==> config.mk <==
export PLATFORM = sky130hd
export DESIGN_NAME = dcache
export DESIGN_NICKNAME = d
export VERILOG_FILES = /design/src/rtl/dcache_pkg.sv /design/src/rtl/dcache_array.sv /design/src/rtl/dcache.sv
export SDC_FILE = /design/constraint.sdc
export NUM_CORES = 1
export LEC_CHECK = 0
export CORE_MARGIN = 3
export CORE_UTILIZATION = 54
export DETAILED_ROUTE_END_ITERATION = 10
export PLACE_DENSITY = 0.88
export RECOVER_POWER = 25
export SLEW_MARGIN = 30
export SYNTH_ARGS = -nofsm -noshare
export SYNTH_HDL_FRONTEND = slang
export SYNTH_HIERARCHICAL = 1
export SYNTH_SLANG_ARGS = --single-unit
export TNS_END_PERCENT = 100
==> constraint.sdc <==
create_clock -name clk -period 27.7 [get_ports clk]
set_input_delay 8.31 -clock clk [delete_from_list [all_inputs] [get_ports clk]]
set_output_delay 8.31 -clock clk [all_outputs]
set_load 0.05 [all_outputs]
==> src/rtl/dcache_pkg.sv <==
// Shared geometry, address-field layout and FSM encoding for the direct-mapped data cache.
package dcache_pkg;

    localparam int ADDR_W   = 32;
    localparam int DATA_W   = 32;
    localparam int LINE_W   = 128;
    localparam int TAG_W    = 26;
    localparam int IDX_W    = 2;
    localparam int WORD_W   = 2;
    localparam int CNT_W    = 32;

    // Byte address layout: [1:0] byte (ignored), [3:2] word, [5:4] index, [31:6] tag.
    localparam int WORD_LSB = 2;
    localparam int IDX_LSB  = WORD_LSB + WORD_W;
    localparam int TAG_LSB  = IDX_LSB + IDX_W;

    typedef enum logic [1:0] {
        IDLE      = 2'd0,
        WRITEBACK = 2'd1,
        REFILL    = 2'd2,
        RESPOND   = 2'd3
    } state_t;

    // Line-aligned memory address built from a tag and an index; offset bits are zero.
    function automatic logic [ADDR_W-1:0] line_addr(input logic [TAG_W-1:0] tag,
                                                    input logic [IDX_W-1:0] idx);
        return {tag, idx, {IDX_LSB{1'b0}}};
    endfunction

endpackage

==> src/rtl/dcache_array.sv <==
// Tag/valid/dirty/data storage for the data cache: one combinational read port,
// one synchronous write port. Only valid and dirty bits are reset.
module dcache_array
    import dcache_pkg::*;
#(
    parameter int NLINES = 4
) (
    input  logic              clk,
    input  logic              reset,
    input  logic [IDX_W-1:0]  rd_idx,
    output logic              rd_valid,
    output logic              rd_dirty,
    output logic [TAG_W-1:0]  rd_tag,
    output logic [LINE_W-1:0] rd_data,
    input  logic              wr_en,
    input  logic [IDX_W-1:0]  wr_idx,
    input  logic [TAG_W-1:0]  wr_tag,
    input  logic [LINE_W-1:0] wr_data,
    input  logic              wr_dirty
);

    logic [NLINES-1:0] valid_bits;
    logic [NLINES-1:0] dirty_bits;
    logic [TAG_W-1:0]  tag_mem  [NLINES];
    logic [LINE_W-1:0] data_mem [NLINES];

    // Line status: reset invalidates every line; any write installs a valid line.
    always_ff @(posedge clk or posedge reset) begin
        if (reset) begin
            valid_bits <= '0;
            dirty_bits <= '0;
        end else if (wr_en) begin
            valid_bits[wr_idx] <= 1'b1;
            dirty_bits[wr_idx] <= wr_dirty;
        end
    end

    // Tag and data payload: contents only matter once the valid bit is set.
    always_ff @(posedge clk) begin
        if (wr_en) begin
            tag_mem[wr_idx]  <= wr_tag;
            data_mem[wr_idx] <= wr_data;
        end
    end

    assign rd_valid = valid_bits[rd_idx];
    assign rd_dirty = dirty_bits[rd_idx];
    assign rd_tag   = tag_mem[rd_idx];
    assign rd_data  = data_mem[rd_idx];

endmodule

==> src/rtl/dcache.sv <==
// Write-back, write-allocate, direct-mapped data cache with a 128-bit line memory bus.
// Loads and store-buffer drains are served one at a time; stores win when both are raised.
module dcache
    import dcache_pkg::*;
#(
    parameter int NLINES     = 4,
    parameter int LINE_WORDS = 4
) (
    input  logic              clk,
    input  logic              reset,
    input  logic              rd_req,
    input  logic              wr_req,
    input  logic [ADDR_W-1:0] addr,
    input  logic [DATA_W-1:0] wdata,
    output logic [DATA_W-1:0] rdata,
    output logic              dhit,
    output logic              mem_req,
    output logic              mem_we,
    output logic [ADDR_W-1:0] mem_addr,
    output logic [LINE_W-1:0] mem_wdata,
    input  logic [LINE_W-1:0] mem_rdata,
    input  logic              mem_ack
);

    state_t state, state_next;

    // Request captured when it is accepted in IDLE.
    logic              req_wr;
    logic [TAG_W-1:0]  req_tag;
    logic [IDX_W-1:0]  req_idx;
    logic [WORD_W-1:0] req_word;
    logic [DATA_W-1:0] req_wdata;
    logic              take_req;

    // Fields of the live request address.
    logic [TAG_W-1:0]  in_tag;
    logic [IDX_W-1:0]  in_idx;
    logic [WORD_W-1:0] in_word;
    logic              unused_addr_bits;

    // Array ports.
    logic [IDX_W-1:0]  arr_rd_idx;
    logic              arr_valid;
    logic              arr_dirty;
    logic [TAG_W-1:0]  arr_tag;
    logic [LINE_W-1:0] arr_data;
    logic              arr_we;
    logic [LINE_W-1:0] arr_wdata;
    logic              arr_wdirty;

    // Memory-side next values.
    logic              mem_req_next;
    logic              mem_we_next;
    logic [ADDR_W-1:0] mem_addr_next;
    logic [LINE_W-1:0] mem_wdata_next;

    // Statistics, visible only through hierarchy.
    logic [CNT_W-1:0]  hit_cnt;
    logic [CNT_W-1:0]  miss_cnt;
    logic              hit_inc;
    logic              miss_inc;

    logic [LINE_W-1:0] merged_line;

    function automatic logic [CNT_W-1:0] sat_inc(input logic [CNT_W-1:0] v);
        return (&v) ? v : v + CNT_W'(1);
    endfunction

    assign in_tag           = addr[TAG_LSB +: TAG_W];
    assign in_idx           = addr[IDX_LSB +: IDX_W];
    assign in_word          = addr[WORD_LSB +: WORD_W];
    assign unused_addr_bits = ^addr[WORD_LSB-1:0];

    // In IDLE the live address is looked up; afterwards the captured request owns the port.
    assign arr_rd_idx = (state == IDLE) ? in_idx : req_idx;

    dcache_array #(
        .NLINES (NLINES)
    ) u_array (
        .clk      (clk),
        .reset    (reset),
        .rd_idx   (arr_rd_idx),
        .rd_valid (arr_valid),
        .rd_dirty (arr_dirty),
        .rd_tag   (arr_tag),
        .rd_data  (arr_data),
        .wr_en    (arr_we),
        .wr_idx   (req_idx),
        .wr_tag   (req_tag),
        .wr_data  (arr_wdata),
        .wr_dirty (arr_wdirty)
    );

    // Current line with the store word spliced in at the captured word offset.
    always_comb begin
        merged_line = arr_data;
        for (int w = 0; w < LINE_WORDS; w++) begin
            if (int'(req_word) == w) begin
                merged_line[w*DATA_W +: DATA_W] = req_wdata;
            end
        end
    end

    // FSM state register.
    always_ff @(posedge clk or posedge reset) begin
        if (reset) begin
            state <= IDLE;
        end else begin
            state <= state_next;
        end
    end

    // Next-state, memory request, array write and completion outputs.
    always_comb begin
        state_next     = state;
        mem_req_next   = mem_req;
        mem_we_next    = mem_we;
        mem_addr_next  = mem_addr;
        mem_wdata_next = mem_wdata;
        take_req       = 1'b0;
        arr_we         = 1'b0;
        arr_wdata      = mem_rdata;
        arr_wdirty     = 1'b0;
        hit_inc        = 1'b0;
        miss_inc       = 1'b0;
        dhit           = 1'b0;
        rdata          = '0;

        unique case (state)
            IDLE: begin
                if (wr_req || rd_req) begin
                    take_req = 1'b1;
                    if (arr_valid && (arr_tag == in_tag)) begin
                        hit_inc    = 1'b1;
                        state_next = RESPOND;
                    end else begin
                        miss_inc     = 1'b1;
                        mem_req_next = 1'b1;
                        if (arr_valid && arr_dirty) begin
                            // Evict the dirty victim before fetching the new line.
                            state_next     = WRITEBACK;
                            mem_we_next    = 1'b1;
                            mem_addr_next  = line_addr(arr_tag, in_idx);
                            mem_wdata_next = arr_data;
                        end else begin
                            state_next    = REFILL;
                            mem_we_next   = 1'b0;
                            mem_addr_next = line_addr(in_tag, in_idx);
                        end
                    end
                end
            end
            WRITEBACK: begin
                if (mem_ack) begin
                    // Request drops for one cycle before the refill is issued.
                    state_next   = REFILL;
                    mem_req_next = 1'b0;
                    mem_we_next  = 1'b0;
                end
            end
            REFILL: begin
                if (!mem_req) begin
                    mem_req_next  = 1'b1;
                    mem_we_next   = 1'b0;
                    mem_addr_next = line_addr(req_tag, req_idx);
                end else if (mem_ack) begin
                    arr_we       = 1'b1;
                    arr_wdata    = mem_rdata;
                    arr_wdirty   = 1'b0;
                    mem_req_next = 1'b0;
                    state_next   = RESPOND;
                end
            end
            RESPOND: begin
                dhit       = 1'b1;
                state_next = IDLE;
                if (req_wr) begin
                    arr_we     = 1'b1;
                    arr_wdata  = merged_line;
                    arr_wdirty = 1'b1;
                end else begin
                    rdata = arr_data[int'(req_word)*DATA_W +: DATA_W];
                end
            end
        endcase
    end

    // Memory request registers: held stable for the whole transaction.
    always_ff @(posedge clk or posedge reset) begin
        if (reset) begin
            mem_req   <= 1'b0;
            mem_we    <= 1'b0;
            mem_addr  <= '0;
            mem_wdata <= '0;
        end else begin
            mem_req   <= mem_req_next;
            mem_we    <= mem_we_next;
            mem_addr  <= mem_addr_next;
            mem_wdata <= mem_wdata_next;
        end
    end

    // Request capture; a store takes priority so a pending load waits in IDLE.
    always_ff @(posedge clk) begin
        if (take_req) begin
            req_wr    <= wr_req;
            req_tag   <= in_tag;
            req_idx   <= in_idx;
            req_word  <= in_word;
            req_wdata <= wdata;
        end
    end

    // Saturating hit/miss statistics, counted once per accepted request.
    always_ff @(posedge clk or posedge reset) begin
        if (reset) begin
            hit_cnt  <= '0;
            miss_cnt <= '0;
        end else begin
            if (hit_inc) begin
                hit_cnt <= sat_inc(hit_cnt);
            end
            if (miss_inc) begin
                miss_cnt <= sat_inc(miss_cnt);
            end
        end
    end

endmodule

==> metrics.md, run 1 <==
| Metric | Value |
|---|---|
| Critical path class | input port to primary output |
| Post-DP HPWL | 52,000 microns |
| Largest net degree at the start of global routing | 98 |
| Warnings from Yosys | 6 |
| Final Skew | roughly 0.023 ns |
| Setup crit start kind | input port |
| GPL Wtd Cong | 0.825 |
| First-pass GRT wire length | about 130,000 microns |
| Final #Nets | ~2,500 |
| DRT Pass-1 Iters | 5 |
| Comb pwr share | 38.6% |
| Die width | 263 microns |
| Grt total ovfl | 0 |
| Worst vdd ir | 0.120 mV |
| PD cells | 113 mW/mm^2 |
| Failing checks | max-capacitance violations, max-slew violations |
| CP endpoint kind | primary output |
| H-tree level count | 3 |
| CTS tree | yes |
| Mapped cell area | 0.0357 sq mm |
| Worst Tran Pin Value | about 5.2 ns |
| Starting DRT DRC Count | 1,986 |
| Int Pwr | a little over 3 mW |
| Area grow syn2layout | 20.1% |
| # rows | 93 |
| Status | finished, violations left |
| Switch Pwr | 1.72 mW |
| Worst hold path class | flop to flop |
| Starting density of the core | 55.0% |
| Die area | 0.0692 sq mm |
| IO Pins | slightly below 400 |
| Worst hold endpoint | u_array/valid_bits[0]$_DFFE_PP0P_ |
| Clock Latency Late Sink | 0.61 ns |
| CORE AREA | 0.0649 sq mm |
| Wire length per cell | ~27 microns |
| Final setup TNS | 0 ns |
| Root Buffer | clkbuf_16 |
| Mapped Cells | 1,905 |
| Register-to-Register Path Depth | 6 |
| Reg2reg setup slack | 19.87 ns |
| CTS sink count | 847 |
| Hold WS | 0.473 ns |
| Max_slew headroom | -248% |
| Die height | 263 microns |
| Post-CTS setup buffers | 0 |
| Final Slew Violations | just over 500 |
| Syn Area/Cell | approximately 19 sq um |
| Fin crit share | 76.5% |
| Clk slew on worst S/H paths | 0.06 ns |
| Port Buf Inserts | 385 |
| Worst reg2reg path startpoint | state[0]$_DFFE_PP0P_ |
| Vias in the first global route | 20,900 |
| Post-place setup slack | 6.22 ns |
| Clock Tree Buf Depth | 3 |
| Via count | 19,900 |
| Worst EP arrival | ~13 ns |
| Netlist cell types | 34 |
| Clock power share | 23.0% |
| # resized after CTS | 0 |
| Post-CTS Hold Fix Bufs | 0 |
| #FFs+latches synth | between 800 and 900 |
| Min Clock Period, post-route | between 20 and 25 ns |
| RSZ-0062 raised after global routing | no |
| Final Hold Viols | 0 |
| Total CTS buffers | between 80 and 90 |
| R2R Path End | u_array/tag_mem[1][4]$_DFFE_PP_ |
| Max_cap viols | 7 |
| Share of post-route cells with drive strength above 1 | 22.2% |
| Hold depth | 1 |
| Register area share after synthesis | around 69% |
| LEAKAGE | roughly 15 nW |
| Worst-path fanout max | 44 |
| Fmax | 47.2 MHz |
| Antenna-violating nets left | 0 |
| Gr usage total | about a quarter |
| Layout filler cell count | 4,119 |
| CP required | between 15 and 20 ns |
| DRC | 0 |
| Final WS setup | 6.51 ns |
| Setup Viol. Count Final | 0 |
| Tot Pwr | 4.83 mW |
| Routed vias/inst | 6.19 |
| Reg power frac | 38.4% |
| Sw frac | around 36% |
| Worst Min Path Start | u_array/valid_bits[0]$_DFFE_PP0P_ |
| DRT Wirelength | 88,000 microns |
| Initial antenna violation count | 5 |
==> Yosys cell counts, drive strengths merged <==
| cell type | instances | area [sq um] |
|---|---|---|
| buf | 73 | 669 |
| nand3b | 2 | 15.0 |
| or2 | 2 | 12.5 |
| mux2i | 155 | 1550 |
| mux2 | 165 | 2310 |
| nor4 | 5 | 46.3 |
| conb | 1 | 3.75 |
| mux4 | 188 | 4230 |
| nor2b | 36 | 225 |
| o21ai | 31 | 155 |
| o221ai | 2 | 17.5 |
| inv | 9 | 33.8 |
| dfrtp | 168 | 4200 |
| nand4 | 3 | 18.8 |
| nor3b | 2 | 15.0 |
| a21oi | 130 | 651 |
| nor2 | 131 | 492 |
| nand3 | 4 | 20.0 |
| and2 | 1 | 6.26 |
| clkbuf | 48 | 180 |
| a221oi | 1 | 8.76 |
| nand2b | 5 | 31.3 |
| ha | 5 | 62.6 |
| a21o | 1 | 7.51 |
| edfxtp | 679 | 20400 |
| nand2 | 32 | 120 |
| xor2 | 16 | 140 |
| xnor2 | 10 | 87.6 |
==> registers in the layout, indices dropped and copies added, names as in the netlist <==
name and cells:
req_wr 1, u_array/valid_bits 4, req_idx 2, req_word 2, u_array/data_mem 512, mem_req 1, mem_we 1, req_wdata 32
req_tag 26, mem_wdata 128, state 2, mem_addr 28, u_array/tag_mem 104, u_array/dirty_bits 4
==> how the worst max path moves through the flow <==
stage,from,to,slack [ns]
floorplan,mem_ack,u_array/dirty_bits[0]$_DFFE_PP0P_,6.34
finish,addr[4],rdata[0],6.51
global route,addr[4],rdata[0],6.20
detailed placement,addr[4],rdata[0],6.22
global placement,addr[4],rdata[31],6.26
CTS,addr[4],rdata[0],6.22
==> cells by family (layout without fill, tap and decap cells) <==
group | count (synthesis) | after routing | synth area share [%]
AO/OA/AOI/OAI | 165 | 165 | 2.35
multiplexers | 508 | 508 | 22.7
AND/OR/NAND/NOR | 223 | 223 | 2.81
other | 1 | 9 | 0.0105
buffers and inverters | 130 | 584 | 2.47
adder cells (fa/ha/maj) | 5 | 5 | 0.175
flip-flops | 847 | 847 | 68.9
XOR/XNOR | 26 | 26 | 0.638
==> area by class of cell <==
class / count / area [sq um] / area share (%)
multi-input combinational: 931 / 10300 / 24.0
inverter: 9 / 38.8 / 0.0905
tap: 855 / 1070 / 2.49
sequential: 847 / 24600 / 57.4
clock inverter: 33 / 240 / 0.560
antenna: 5 / 12.5 / 0.0292
timing repair buffer: 416 / 4150 / 9.68
clock buffer: 126 / 2460 / 5.75
==> metrics by stage <==
step / area (sq um) / std cells / utilization, %
2_1_floorplan: 35700 / 1908 / -
3_3_place_gp: 40100 / 3055 / 61.8
3_5_place_dp: 40200 / 3057 / 61.9
4_1_cts: 42900 / 3216 / 66.1
5_1_grt: 42900 / 3219 / 66.0
6_report: 42900 / 3222 / 66.0
==> critical path, stage by stage <==
cell and delay [ns]:
dlygate4sd3_1 0.60, mux2_8 0.57, buf_6 0.60, buf_4 0.67
mux4_2 0.64, mux4_2 0.54, nor2b_1 0.16, clkdlybuf4s50_1 0.73
==> cell usage in the layout, fill, tap and decap left out, types with 65 or more instances in the layout <==
| master | synthesis | layout |
|---|---|---|
| edfxtp_1 | 679 | 679 |
| clkdlybuf4s50_1 | 0 | 320 |
| mux4_2 | 188 | 188 |
| dfrtp_1 | 168 | 168 |
| mux2i_1 | 155 | 155 |
| nor2_1 | 131 | 130 |
| a21oi_1 | 130 | 130 |
| mux2_4 | 120 | 120 |
| clkbuf_16 | 0 | 87 |
| dlygate4sd3_1 | 0 | 65 |
==> power by group through the flow <==
stage | logic, mW | registers (mW) | clock network, mW
2_1_floorplan | 1.02 | 2.16 | 0
3_3_place_gp | 1.81 | 1.84 | 0
3_5_place_dp | 1.86 | 1.86 | 0
4_1_cts | 1.87 | 1.84 | 1.13
5_1_grt | 1.96 | 1.87 | 1.18
6_report | 1.86 | 1.85 | 1.11
==> metal layers <==
layer	routed length (microns)	track usage (%)	vias up	share of wire (%)
met4	2740	8.91	0	3.1
met5	0	0	-	0
met3	8400	5.75	170	9.5
li1	-	-	8271	-
met2	43100	40.5	1157	49
met1	33800	34.9	10300	38
(Power assumes the default switching activity.)
==> run 2, diff against run 1 <==
==> constraint.sdc (replaced) <==
create_clock -name clk -period 21.6 [get_ports clk]
set_input_delay 6.48 -clock clk [delete_from_list [all_inputs] [get_ports clk]]
set_output_delay 6.48 -clock clk [all_outputs]
set_load 0.05 [all_outputs]
==> run 2 against run 1 <==
Effect of this change: the flow still finishes with violations (max-capacitance violations, max-slew violations); utilization increased by 0.24 points; clock power rose by 34%; hold slack got worse by 0.0046 ns; final area increased by 0.36%; register-to-register slack worse by 6.0 ns; first-iteration DRC count rose by 9.2%; die area did not move; sequential share of layout area down 0.20 points; critical endpoint is now rdata[1]; highest routed layer is now met5.
==> metrics.md, run 2 (synthesis results as in run 1) <==
| Metric | Value |
|---|---|
| First-pass GRT wire length | 135,000 microns (+1.5%) |
| Gr usage total | 25.9% (+0.52 points) |
| H-tree level count | 3 (unchanged) |
| Fin crit share | 79.7% |
| Final Cell Area | 0.0430 sq mm (+0.36%) |
| Final core utilization | 66.3% (+0.24 points) |
| RSZ-0062 raised after global routing | no |
| Setup Viol. Count Final | 0 (unchanged) |
| CP required | 15.12 ns (-4.27 ns) |
| # rows | 93 (unchanged) |
| Via count | 20,000 (+0.30%) |
| Post-CTS Hold Fix Bufs | 0 (unchanged) |
| Die height | 263 microns (unchanged) |
| Critical path class | input port to primary output |
| Post-CTS setup buffers | 0 (unchanged) |
| Clk slew on worst S/H paths | 0.06 ns (about the same) |
| DRT Pass-1 Iters | 7 (+2) |
| Reg with most FFs | u_array/data_mem |
| # resized after CTS | 0 (unchanged) |
| Area grow syn2layout | 20.5% |
| Starting density of the core | 55.0% (unchanged) |
| Hold WS | 0.468 ns (-0.00464 ns) |
| CTS tree | yes |
| Critical path's most frequent cell | mux4_2 |
| Status | finished, violations left |
| GPL Wtd Cong | 0.816 (-1.1%) |
| Critical path cell sequence | dlygate4sd3_1 -> mux2_8 -> buf_16 -> buf_12 -> mux4_2 -> mux4_2 -> nor2b_1 -> clkdlybuf4s50_1 |
| Final #Nets | 2,489 (-0.16%) |
| CTS sink count | 847 (unchanged) |
| Number of flip-flops in the largest register | 512 (unchanged) |
| Routed vias/inst | 6.21 (+0.45%) |
| Wire length per cell | 28.1 microns (+2.7%) |
| DRT Wirelength | 90,300 microns (+2.6%) |
| Share of post-route cells with drive strength above 1 | 22.3% (+0.080 points) |
| Most frequent cells in the layout | edfxtp_1, clkdlybuf4s50_1, mux4_2 |
| Failing checks | max-capacitance violations, max-slew violations |
| Root Buffer | clkbuf_16 |
| Grt total ovfl | 0 (unchanged) |
| Initial antenna violation count | 6 (+1) |
| Max stage delay on crit path | 0.83 ns (+0.10 ns) |
| Final Slew Violations | 507 (unchanged) |
| Die width | 263 microns (unchanged) |
| CORE AREA | 0.0649 sq mm (unchanged) |
| Largest net degree at the start of global routing | 97 (-1.0%) |
| LEAKAGE | 15.2 nW (+0.31%) |
| Max_slew headroom | -252% (-3.7 points) |
| Top flop regs | u_array/data_mem: 512 flops, mem_wdata: 128 flops, u_array/tag_mem: 104 flops |
| Antenna-violating nets left | 0 (unchanged) |
| Final Hold Viols | 0 (unchanged) |
| Worst Tran Pin Value | 5.25 ns (+0.0265 ns) |
| Commonest non-fill, non-tap cell in the layout | edfxtp_1 |
| Worst path slowest cell | clkdlybuf4s50_1 |
| Starting DRT DRC Count | 2,168 (+9.2%) |
| Placed inst area | 0.0402 sq mm (about the same) |
| DRC | 0 (unchanged) |
| Final setup TNS | 0 ns (unchanged) |
| Die area | 0.0692 sq mm (unchanged) |
| Setup crit start kind | input port |
| Fmax | 58.1 MHz |
| Final Skew | 0.0313 ns (+0.00835 ns) |
| Vias in the first global route | 20,900 (-0.16%) |
| Clock Latency Late Sink | 0.63 ns (+0.02 ns) |
| Clock Tree Buf Depth | 3 (unchanged) |
| Worst EP arrival | 10.74 ns (-2.14 ns) |
| Port Buf Inserts | 385 (unchanged) |
| CP endpoint kind | primary output |
| Worst vdd ir | 0.123 mV (+2.9%) |
| Max_cap viols | 8 (+1) |
| Worst-path fanout max | 85 (+93%) |
| Post-DP HPWL | 52,400 microns (+0.88%) |
| Worst hold path class | flop to flop |
| PD cells | 146 mW/mm^2 (+30%) |
| IO Pins | 392 (unchanged) |
| Total CTS buffers | 83 (-3.5%) |
| Min Clock Period, post-route | 17.22 ns |
## run 2: path summary, 6_finish.rpt
| kind | startpoint | end | slack (ns) | cells past startpoint |
|---|---|---|---|---|
| max | addr[4] | rdata[1] | 4.38 | 8 |
| min | u_array/valid_bits[2]$_DFFE_PP0P_ | u_array/valid_bits[2]$_DFFE_PP0P_ | 0.47 | 1 |
| max in group asynchronous | reset | mem_wdata[81]$_DFFE_PP0P_ | 8.60 | 4 |
| max reg2reg | state[1]$_DFFE_PP0P_ | u_array/data_mem[2][103]$_DFFE_PP_ | 13.89 | 7 |
| min reg2reg | u_array/valid_bits[2]$_DFFE_PP0P_ | u_array/valid_bits[2]$_DFFE_PP0P_ | 0.47 | 1 |
| min in group asynchronous | reset | u_array/valid_bits[1]$_DFFE_PP0P_ | 6.33 | 2 |
## run 2: final cells by class
| type | instances | area [sq um] |
|---|---|---|
| well taps | 855 | 1070 |
| fillers | 4108 | 21900 |
| inverters | 9 | 38.8 |
| clock inverters | 44 | 489 |
| repair buffers | 415 | 4170 |
| multi-input cells | 931 | 10300 |
| clock buffers | 112 | 2340 |
| flip-flops and latches | 847 | 24600 |
| diodes | 4 | 10.0 |
## run 2: metrics by stage
stage / setup WS [ns] / total power, mW / cells
floorplan: 2.07 / 4.09 / 1908
global placement: 4.37 / 4.69 / 3052
detailed placement: 4.36 / 4.77 / 3055
CTS: 4.34 / 6.28 / 3211
global route: 4.09 / 6.51 / 3216
finish: 4.38 / 6.28 / 3217
## run 2: per-layer routing
layer,GRT usage [%],share of wire [%],vias to the layer above
met4,9.24,3.1,4
li1,-,-,8258
met1,35.2,38,10300
met3,6.60,10,196
met5,0,0.025,-
met2,41.2,48,1239
## run 2: where the power goes
part	internal [mW]	switching, mW
sequential	2.21	0.174
clock	0.873	0.618
combinational	0.968	1.44
## run 2: critical path: cells and delay by family
family | cells | cell delay [ns]
simple gates | 1 | 0.14
buf+inv | 4 | 2.39
mux | 3 | 1.58
